File: src/rtl/fm_pkg.sv
// rtl/fm_pkg.sv - shared FM audio path types, constants and dequantizer (used by FIR and IIR stages)
package fm_pkg;

  typedef enum logic [1:0] {
    LOAD  = 2'd0,
    MAC   = 2'd1,
    WRITE = 2'd2
  } state_t;

  localparam int QUANT_BITS_DEFAULT = 10;

  // Widest product the dequantizer handles; covers DATA_SIZE up to 64.
  localparam int DEQ_MAX_W = 128;

  // Symmetric audio low-pass taps, Q10; index 0 multiplies the newest sample.
  localparam logic [0:31][31:0] AUDIO_LPF_COEFFS = {
    32'hFFFF_FFFE, 32'hFFFF_FFFD, 32'hFFFF_FFFC, 32'hFFFF_FFFC,
    32'hFFFF_FFFE, 32'h0000_0002, 32'h0000_0008, 32'h0000_000F,
    32'h0000_0016, 32'h0000_001C, 32'h0000_0021, 32'h0000_0028,
    32'h0000_0032, 32'h0000_003C, 32'h0000_0046, 32'h0000_0050,
    32'h0000_0050, 32'h0000_0046, 32'h0000_003C, 32'h0000_0032,
    32'h0000_0028, 32'h0000_0021, 32'h0000_001C, 32'h0000_0016,
    32'h0000_000F, 32'h0000_0008, 32'h0000_0002, 32'hFFFF_FFFE,
    32'hFFFF_FFFC, 32'hFFFF_FFFC, 32'hFFFF_FFFD, 32'hFFFF_FFFE
  };

  // Fixed-point shift right that rounds toward zero instead of toward -inf.
  // Callers sign-extend a 2*DATA_SIZE product into p and cast the result
  // back down to DATA_SIZE.
  function automatic logic signed [DEQ_MAX_W-1:0] dequantize(
    input logic signed [DEQ_MAX_W-1:0] p,
    input int                          qbits
  );
    if (p < 0) begin
      return -((-p) >>> qbits);
    end
    return p >>> qbits;
  endfunction

endpackage

File: src/rtl/fir_decim_if.sv
// rtl/fir_decim_if.sv - show-ahead input FIFO pop side and output FIFO push side of fir_decim
interface fir_decim_if #(
  parameter int DATA_SIZE = 32
) ();

  logic [DATA_SIZE-1:0] x_in;
  logic                 x_rd_en;
  logic                 x_empty;
  logic [DATA_SIZE-1:0] y_out;
  logic                 y_out_full;
  logic                 y_wr_en;

  // Filter side: pops samples, pushes results.
  modport master (
    input  x_in,
    input  x_empty,
    input  y_out_full,
    output x_rd_en,
    output y_out,
    output y_wr_en
  );

  // FIFO side: supplies samples, accepts results.
  modport slave (
    output x_in,
    output x_empty,
    output y_out_full,
    input  x_rd_en,
    input  y_out,
    input  y_wr_en
  );

endinterface

File: src/rtl/fir_mac_tap.sv
// rtl/fir_mac_tap.sv - registered multiply, dequantize and accumulate datapath; FIR_SATURATE_EN clamps result
module fir_mac_tap
  import fm_pkg::*;
#(
  parameter int DATA_SIZE  = 32,
  parameter int QUANT_BITS = QUANT_BITS_DEFAULT,
  parameter int ACC_W      = 32
) (
  input  logic                 clock,
  input  logic                 reset,
  input  logic                 clear,
  input  logic                 en,
  input  logic [DATA_SIZE-1:0] coeff,
  input  logic [DATA_SIZE-1:0] sample,
  output logic                 busy,
  output logic [DATA_SIZE-1:0] result
);

  localparam int PROD_W = 2 * DATA_SIZE;

  logic signed [PROD_W-1:0]    prod;
  logic                        prod_v;
  logic signed [DATA_SIZE-1:0] deq;
  logic signed [ACC_W-1:0]     acc;

  // Product rounded toward zero, then truncated to sample width before summing
  always_comb begin
    deq = DATA_SIZE'(dequantize(DEQ_MAX_W'(prod), QUANT_BITS));
  end

  // Stage 1 registers the full-width product; stage 2 folds it into acc
  always_ff @(posedge clock or posedge reset) begin
    if (reset) begin
      prod   <= '0;
      prod_v <= 1'b0;
      acc    <= '0;
    end else begin
      prod_v <= en;
      if (en) begin
        prod <= PROD_W'($signed(coeff)) * PROD_W'($signed(sample));
      end
      if (clear) begin
        acc <= '0;
      end else if (prod_v) begin
        acc <= acc + ACC_W'(deq);
      end
    end
  end

  // A product still in flight means acc is not final yet
  assign busy = prod_v;

`ifdef FIR_SATURATE_EN
  localparam logic signed [ACC_W-1:0] SAT_MAX =
    {{(ACC_W-DATA_SIZE+1){1'b0}}, {(DATA_SIZE-1){1'b1}}};
  localparam logic signed [ACC_W-1:0] SAT_MIN =
    {{(ACC_W-DATA_SIZE+1){1'b1}}, {(DATA_SIZE-1){1'b0}}};

  // Clamp the wide accumulator into the signed sample range
  always_comb begin
    if (acc > SAT_MAX) begin
      result = SAT_MAX[DATA_SIZE-1:0];
    end else if (acc < SAT_MIN) begin
      result = SAT_MIN[DATA_SIZE-1:0];
    end else begin
      result = acc[DATA_SIZE-1:0];
    end
  end
`else
  // Accumulator already wraps at sample width
  always_comb begin
    result = acc;
  end
`endif

endmodule

File: src/rtl/fir_decim.sv
// rtl/fir_decim.sv - decimating FIR low-pass with sequential MAC; FIR_SATURATE_EN selects wide acc + clamp
module fir_decim
  import fm_pkg::*;
#(
  parameter int TAPS       = 32,
  parameter int DECIMATION = 8,
  parameter int DATA_SIZE  = 32,
  parameter int QUANT_BITS = QUANT_BITS_DEFAULT,
  parameter logic [0:TAPS-1][DATA_SIZE-1:0] COEFFS = AUDIO_LPF_COEFFS
) (
  input logic         clock,
  input logic         reset,
  fir_decim_if.master bus
);

  localparam int DEC_W = (DECIMATION > 1) ? $clog2(DECIMATION) : 1;
  localparam int TAP_W = $clog2(TAPS);
  localparam logic [DEC_W-1:0] DEC_LAST = DEC_W'(DECIMATION - 1);
  localparam logic [TAP_W-1:0] TAP_LAST = TAP_W'(TAPS - 1);

`ifdef FIR_SATURATE_EN
  localparam int ACC_W = DATA_SIZE + $clog2(TAPS);
`else
  localparam int ACC_W = DATA_SIZE;
`endif

  state_t               state;
  logic [DATA_SIZE-1:0] hist [0:TAPS-1];
  logic [DEC_W-1:0]     dec_cnt;
  logic [TAP_W-1:0]     tap_idx;
  logic                 pop;
  logic                 last_pop;
  logic                 mac_en;
  logic                 mac_busy;
  logic [DATA_SIZE-1:0] mac_result;
  logic [DATA_SIZE-1:0] coeff_sel;
  logic [DATA_SIZE-1:0] sample_sel;
  logic [DATA_SIZE-1:0] y_out_q;
  logic                 y_wr_en_q;

  // Pop only while collecting samples; gated by reset so it drops immediately
  assign pop       = (state == LOAD) && !bus.x_empty && !reset;
  assign last_pop  = pop && (dec_cnt == DEC_LAST);
  assign mac_en    = (state == MAC);
  assign coeff_sel  = COEFFS[tap_idx];
  assign sample_sel = hist[tap_idx];

  assign bus.x_rd_en = pop;
  assign bus.y_out   = y_out_q;
  assign bus.y_wr_en = y_wr_en_q;

  // Sample history: newest at index 0, frozen outside LOAD
  always_ff @(posedge clock or posedge reset) begin
    if (reset) begin
      for (int k = 0; k < TAPS; k++) begin
        hist[k] <= '0;
      end
    end else if (pop) begin
      hist[0] <= bus.x_in;
      for (int k = 1; k < TAPS; k++) begin
        hist[k] <= hist[k-1];
      end
    end
  end

  // Control FSM: collect DECIMATION samples, run TAPS MAC cycles, push one result
  always_ff @(posedge clock or posedge reset) begin
    if (reset) begin
      state     <= LOAD;
      dec_cnt   <= '0;
      tap_idx   <= '0;
      y_out_q   <= '0;
      y_wr_en_q <= 1'b0;
    end else begin
      y_wr_en_q <= 1'b0;
      case (state)
        LOAD: begin
          if (pop) begin
            if (last_pop) begin
              dec_cnt <= '0;
              tap_idx <= '0;
              state   <= MAC;
            end else begin
              dec_cnt <= dec_cnt + 1'b1;
            end
          end
        end
        MAC: begin
          if (tap_idx == TAP_LAST) begin
            tap_idx <= '0;
            state   <= WRITE;
          end else begin
            tap_idx <= tap_idx + 1'b1;
          end
        end
        WRITE: begin
          // Wait for the last product to land in acc, then for room downstream
          if (!mac_busy && !bus.y_out_full) begin
            y_out_q   <= mac_result;
            y_wr_en_q <= 1'b1;
            state     <= LOAD;
          end
        end
        default: begin
          state <= LOAD;
        end
      endcase
    end
  end

  fir_mac_tap #(
    .DATA_SIZE  (DATA_SIZE),
    .QUANT_BITS (QUANT_BITS),
    .ACC_W      (ACC_W)
  ) u_mac (
    .clock  (clock),
    .reset  (reset),
    .clear  (last_pop),
    .en     (mac_en),
    .coeff  (coeff_sel),
    .sample (sample_sel),
    .busy   (mac_busy),
    .result (mac_result)
  );

endmodule

File: src/flat_wrapper.sv
// flat-port wrapper written by rule: the top's interface ports become plain ports
module fir_decim_flat import fm_pkg::*;
#(
  parameter int TAPS       = 32,
  parameter int DECIMATION = 8,
  parameter int DATA_SIZE  = 32,
  parameter int QUANT_BITS = QUANT_BITS_DEFAULT,
  parameter logic [0:TAPS-1][DATA_SIZE-1:0] COEFFS = AUDIO_LPF_COEFFS
)
  (clock, reset, bus_x_in, bus_x_empty, bus_y_out_full, bus_x_rd_en, bus_y_out, bus_y_wr_en);
  fir_decim_if #(.DATA_SIZE(DATA_SIZE)) bus_i ();
  input logic clock;
  input logic reset;
  input wire logic [$bits(bus_i.x_in)-1:0] bus_x_in;
  input wire logic [$bits(bus_i.x_empty)-1:0] bus_x_empty;
  input wire logic [$bits(bus_i.y_out_full)-1:0] bus_y_out_full;
  output wire logic [$bits(bus_i.x_rd_en)-1:0] bus_x_rd_en;
  output wire logic [$bits(bus_i.y_out)-1:0] bus_y_out;
  output wire logic [$bits(bus_i.y_wr_en)-1:0] bus_y_wr_en;
  assign bus_i.x_in = bus_x_in;
  assign bus_i.x_empty = bus_x_empty;
  assign bus_i.y_out_full = bus_y_out_full;
  assign bus_x_rd_en = bus_i.x_rd_en;
  assign bus_y_out = bus_i.y_out;
  assign bus_y_wr_en = bus_i.y_wr_en;
  fir_decim #(.TAPS(TAPS), .DECIMATION(DECIMATION), .DATA_SIZE(DATA_SIZE), .QUANT_BITS(QUANT_BITS), .COEFFS(COEFFS)) u_core (.clock(clock), .reset(reset), .bus(bus_i));
endmodule
File: config.mk
export PLATFORM = sky130hd
export DESIGN_NAME = fir_decim_flat
export DESIGN_NICKNAME = d
export VERILOG_FILES = /design/src/rtl/fm_pkg.sv /design/src/rtl/fir_decim_if.sv /design/src/rtl/fir_mac_tap.sv /design/src/rtl/fir_decim.sv /design/src/flat_wrapper.sv
export SDC_FILE = /design/constraint.sdc
export NUM_CORES = 2
export LEC_CHECK = 0
export CORE_UTILIZATION = 55
export DETAILED_ROUTE_END_ITERATION = 16
export PLACE_DENSITY = 0.75
export SYNTH_ARGS = -nofsm -noshare
export SYNTH_HDL_FRONTEND = slang
export SYNTH_SLANG_ARGS = --single-unit
File: constraint.sdc
create_clock -name clock -period 61.2 [get_ports clock]
set_input_delay 18.36 -clock clock [delete_from_list [all_inputs] [get_ports clock]]
set_output_delay 18.36 -clock clock [all_outputs]
set_load 0.03 [all_outputs]
-- Word level (Yosys, flattened, before mapping)
Memory sizes are Yosys's and may differ from the RTL's.
Cells that the tools add are included.
- add/sub/neg operators: 5
- $mul: 1
- magnitude comparators: 2
- equal/unequal tests: 8
- mux-type cells: 22
- bitwise operators: 1
- reduce and logical (&&, ||, !) cells: 15
- operators with widths (cell ; count):
    32-bit two-way mux ; 8
    32-bit binary-select mux with 5-bit select ; 1
    64-bit by 1-bit less-than comparator with 1-bit output, second input constant ; 1
    32-bit by 32-bit multiplier with 64-bit output ; 1
    42-bit negation ; 1
    32-bit adder ; 1
    32-bit negation ; 1
    5-bit two-way mux ; 3
    5-bit case mux with 2 select lines ; 1
    2-bit two-way mux ; 4
    2-bit by 1-bit inequality test with 1-bit output, second input constant ; 4
    6-bit greater-or-equal comparator, second input constant ; 1
    5-bit inverter with 6-bit output ; 1
    2-bit case mux with 3 select lines ; 1
    5-bit by 1-bit adder with 5-bit output, second input constant ; 1
    5-bit == test, second input constant ; 1
    1-bit logical AND ; 4
    1-bit zero test ; 4
    2-bit AND reduction ; 2
    4-bit AND reduction ; 1
    2-bit nonzero test ; 2
    3-bit by 1-bit adder with 3-bit output, second input constant ; 1
    3-bit == test, second input constant ; 1
    1-bit two-way mux ; 3
    5 further kinds ; 5
- bits in registers: 1164
- ROM bits: 1024
- input bits: 36
- output and inout port bits: 34
- word-level logic and storage cells: 95
- memories kept: 1
- memories (memory ; words ; bits a word ; read ports ; clocked after Yosys merged registers in ; write ports ; RTL line ; RTL):
    (name not given) ; 32 ; 32 ; 1 ; 0 ; 0 ; fir_decim.sv:45 ; assign coeff_sel = COEFFS[tap_idx];

-- Logic depth before layout (Yosys ltp)
- depth in word-level cells: 7
- mapped depth: 38
- gate-level depth less buffers: 34

-- Hierarchy
A second synthesis with hierarchy kept.
- cell total of the unflattened synthesis: 9755
- area, all modules: 89796.1 um2
- by module, submodules not included (module ; instances ; cells each ; area an instance (um2) ; sequential area each (um2)):
    fir_decim ; 1 ; 5362 ; 49065.8 ; 26700.6
    fir_mac_tap ; 1 ; 4393 ; 40730.3 ; 1901.8

-- Least setup slack after synthesis
Ideal clock, no wire load.
- kind: input to output
- from: in bus_x_empty
- to: out bus_x_rd_en
- arrival: 19940 ps
- required time: 42840 ps
- slack: 22900 ps
- stages: 6
- buffers on the path: 4
- cells stage by stage: or4_1 -> clkbuf_1 -> inv_1 -> clkbuf_1 -> buf_2 -> clkbuf_1
- word-level cells in the longest chain between the ends: 3
- RTL lines (item ; RTL line ; RTL):
    from (decl) ; flat_wrapper.sv:15 ; input wire logic [$bits(bus_i.x_empty)-1:0] bus_x_empty;
    1-bit zero test ; fir_decim.sv:42 ; assign pop = (state == LOAD) && !bus.x_empty && !reset;
    1-bit logical AND (2 in series) ; fir_decim.sv:42 ;
    to (decl) ; flat_wrapper.sv:17 ; output wire logic [$bits(bus_i.x_rd_en)-1:0] bus_x_rd_en;
Every way passes these cells.

-- Worst setup path after layout
- from: in reset
- to: out bus_x_rd_en
- word-level cells in the longest chain between the ends: 2
- RTL lines (item ; RTL line ; RTL):
    from (decl) ; flat_wrapper.sv:13 ; input logic reset;
    1-bit zero test ; fir_decim.sv:42 ;
    1-bit logical AND ; fir_decim.sv:42 ;
Every way passes these cells.

==> run metrics <==
Post-synth EDFFs 0; YS warnings 0; CP cell instances clkdlybuf4s50_1, or4_4, inv_8, clkdlybuf4s50_1; Synth cell types 84; Max Cap Viol 0; RSZ-0062 raised after global routing false; period utilization about 65%; CTS Hold Bufs 0; Core Box Area 121900 um^2; placed instance area slightly below 70000 um^2; Fmax between 20 and 30 MHz; Final setup viols 0; Chip Height between 300 and 400 um; area grow syn2layout 8.505%; Worst Hold Depth 2; Hold WS around 0.46 ns; Placer Congestion between 0.9 and 1; outcome finished, final reports clean; IO Port Bufs just under 70; Avg WL per Cell 17.41 um; initial core utilization roughly 55%; minimum clock period 39.57 ns; Non-Filler Instances 8836; number of global-route vias before repair 49760; Sink Count 1143; Fin. Hold Viols 0; Resize count post-CTS 0; post-CTS setup buffer count 0; reg2reg path depth 30; required time of the critical path around 43 ns; Vias/cell 5.545; commonest non-fill, non-tap cell in the layout nand2_1; reg-to-reg endpoint u_core.u_mac.prod[41]; post-route cell area roughly 73000 um^2; Slowest Stage Delay on Critical Path around 0.83 ns; Crit. End Element primary output; syn nets approximately 8000; hold path endpoint u_core.hist[818]; top_reg_cell synth dfrtp_1; placed cell count between 8000 and 9000; CP max FO around 110; most frequent cells in the layout 3353 x nand2_1, 1138 x dfrtp_1, 461 x inv_1, 397 x fa_1, 260 x mux4_2; later-pin clock latency in the skew report 0.76 ns; cell count after synthesis 7229; Post-Route WL 153800 um; grt total ovfl 0; Final Slew Violations 0; relative slew slack 24.73%; Post-Syn Area ~68000 um^2; Top cell by count, worst path clkdlybuf4s50_1; CTS Buf Count 115; worst hold start u_core.hist[850]; antenna violations before repair 2; worst reg2reg path startpoint u_core.tap_idx[0]; mean area per synthesized cell roughly 9.4 um^2; root buf cell clkbuf_16; Critical Path AT 21.21 ns; Worst setup SP type input pin; residual DRC count 0; 1st-iter DRT viols between 4000 and 5000; Total Neg Setup Slack 0 ns; crit path kind in -> out; worst slew pin tran approximately 1.1 ns; largest net degree at the start of global routing about 220; synth top area cells dfrtp_1 42%, nand2_1 19%, fa_1 12%; Setup Skew roughly 0.064 ns; CTS tree done; CTS H-tree depth 3; CP max-delay cell clkdlybuf4s50_1; row cnt around 130; register area share after synthesis 42.30%; post-synth top area share between 40 and 50%; largest area contributor in the netlist dfrtp_1; share of post-route cells with drive strength above 1 ~8.5%; worst hold path class reg -> reg; Async SR Flop Fraction between 90% and 100%; die width approximately 350 um; total track usage between 20% and 30%; # IOs 70; clk buf depth 3; Clk pin slew, worst setup/hold paths 0.06 ns; die area 124400 um^2; number of synthesized register bits roughly 1100; DP Wirelength approximately 100000 um; post-route ant nets 0; global-route wire length before repair between 200000 and 300000 um; first-pass detailed-route iteration total 6; flop-to-flop setup slack 48.40 ns; via count 48995; Final nets approximately 7700
-- routing by layer --
layer,part of all wire (%),GRT usage [%]
met5,0,0
met4,3.8,9.296
met3,5.8,4.078
met2,49,42.65
met1,41,33.67
-- final cells by class --
class	count	area, um^2
Multi-Input combinational cell	5244	35740
Clock buffer	166	3332
Tap cell	1625	2033
Sequential cell	1143	28620
Timing Repair Buffer	146	1356
Clock inverter	46	531.8
Fill cell	9794	48500
Inverter	465	1760
Antenna cell	1	2.502
-- Yosys cell counts (all sizes together) (34+ instances only) --
master	number
nand2	3354
dfrtp	1143
inv	464
fa	397
clkbuf	288
mux4	260
nor2	201
ha	187
a21oi	104
mux2i	102
o21ai	99
buf	88
xnor2	52
mux2	39
nand2b	38
nor3	34
-- worst max-delay path, delay by kind of cell --
family | cells | cell delay, ns
buffers and inverters | 3 | 1.93
AND/OR/NAND/NOR | 1 | 0.75
-- cell families after synthesis --
family                     share of synthesized area, %
xor gates and xnor gates                          1.062
DFF                                               42.30
AOI/OAI and AO/OA                                 4.021
buffers and inverters                             4.901
muxes                                             10.82
and+or+nand+nor                                   21.69
adders and majority gates                         15.21
-- worst max path at each step --
stage | start | cells after the start | endpoint
after floorplan | reset | 1 | u_core.bus.y_out[0]
after global placement | reset | 4 | bus_x_rd_en
after detailed placement | reset | 4 | bus_x_rd_en
after CTS | reset | 4 | bus_x_rd_en
after global routing | reset | 4 | bus_x_rd_en
final | reset | 4 | bus_x_rd_en
-- registers in the layout, indices dropped and copies added (netlist names) --
name / count
u_core.bus.y_wr_en: 1
u_core.u_mac.result: 32
u_core.u_mac.busy: 1
u_core.state: 2
u_core.u_mac.prod: 43
u_core.bus.y_out: 32
u_core.hist: 1024
u_core.dec_cnt: 3
u_core.tap_idx: 5
-- stage by stage --
| step | util, % | setup WS, ns |
|---|---|---|
| 5_1_grt | 60.20 | 21.55 |
| 3_5_place_dp | 57.03 | 21.65 |
| 6_report | 60.21 | 21.63 |
| 3_3_place_gp | 57.03 | 21.66 |
| 2_1_floorplan | - | 10.65 |
| 4_1_cts | 60.20 | 21.65 |
Power is not shown: default switching activity piles up to over one toggle a cycle in this logic, so the estimate is an artifact.
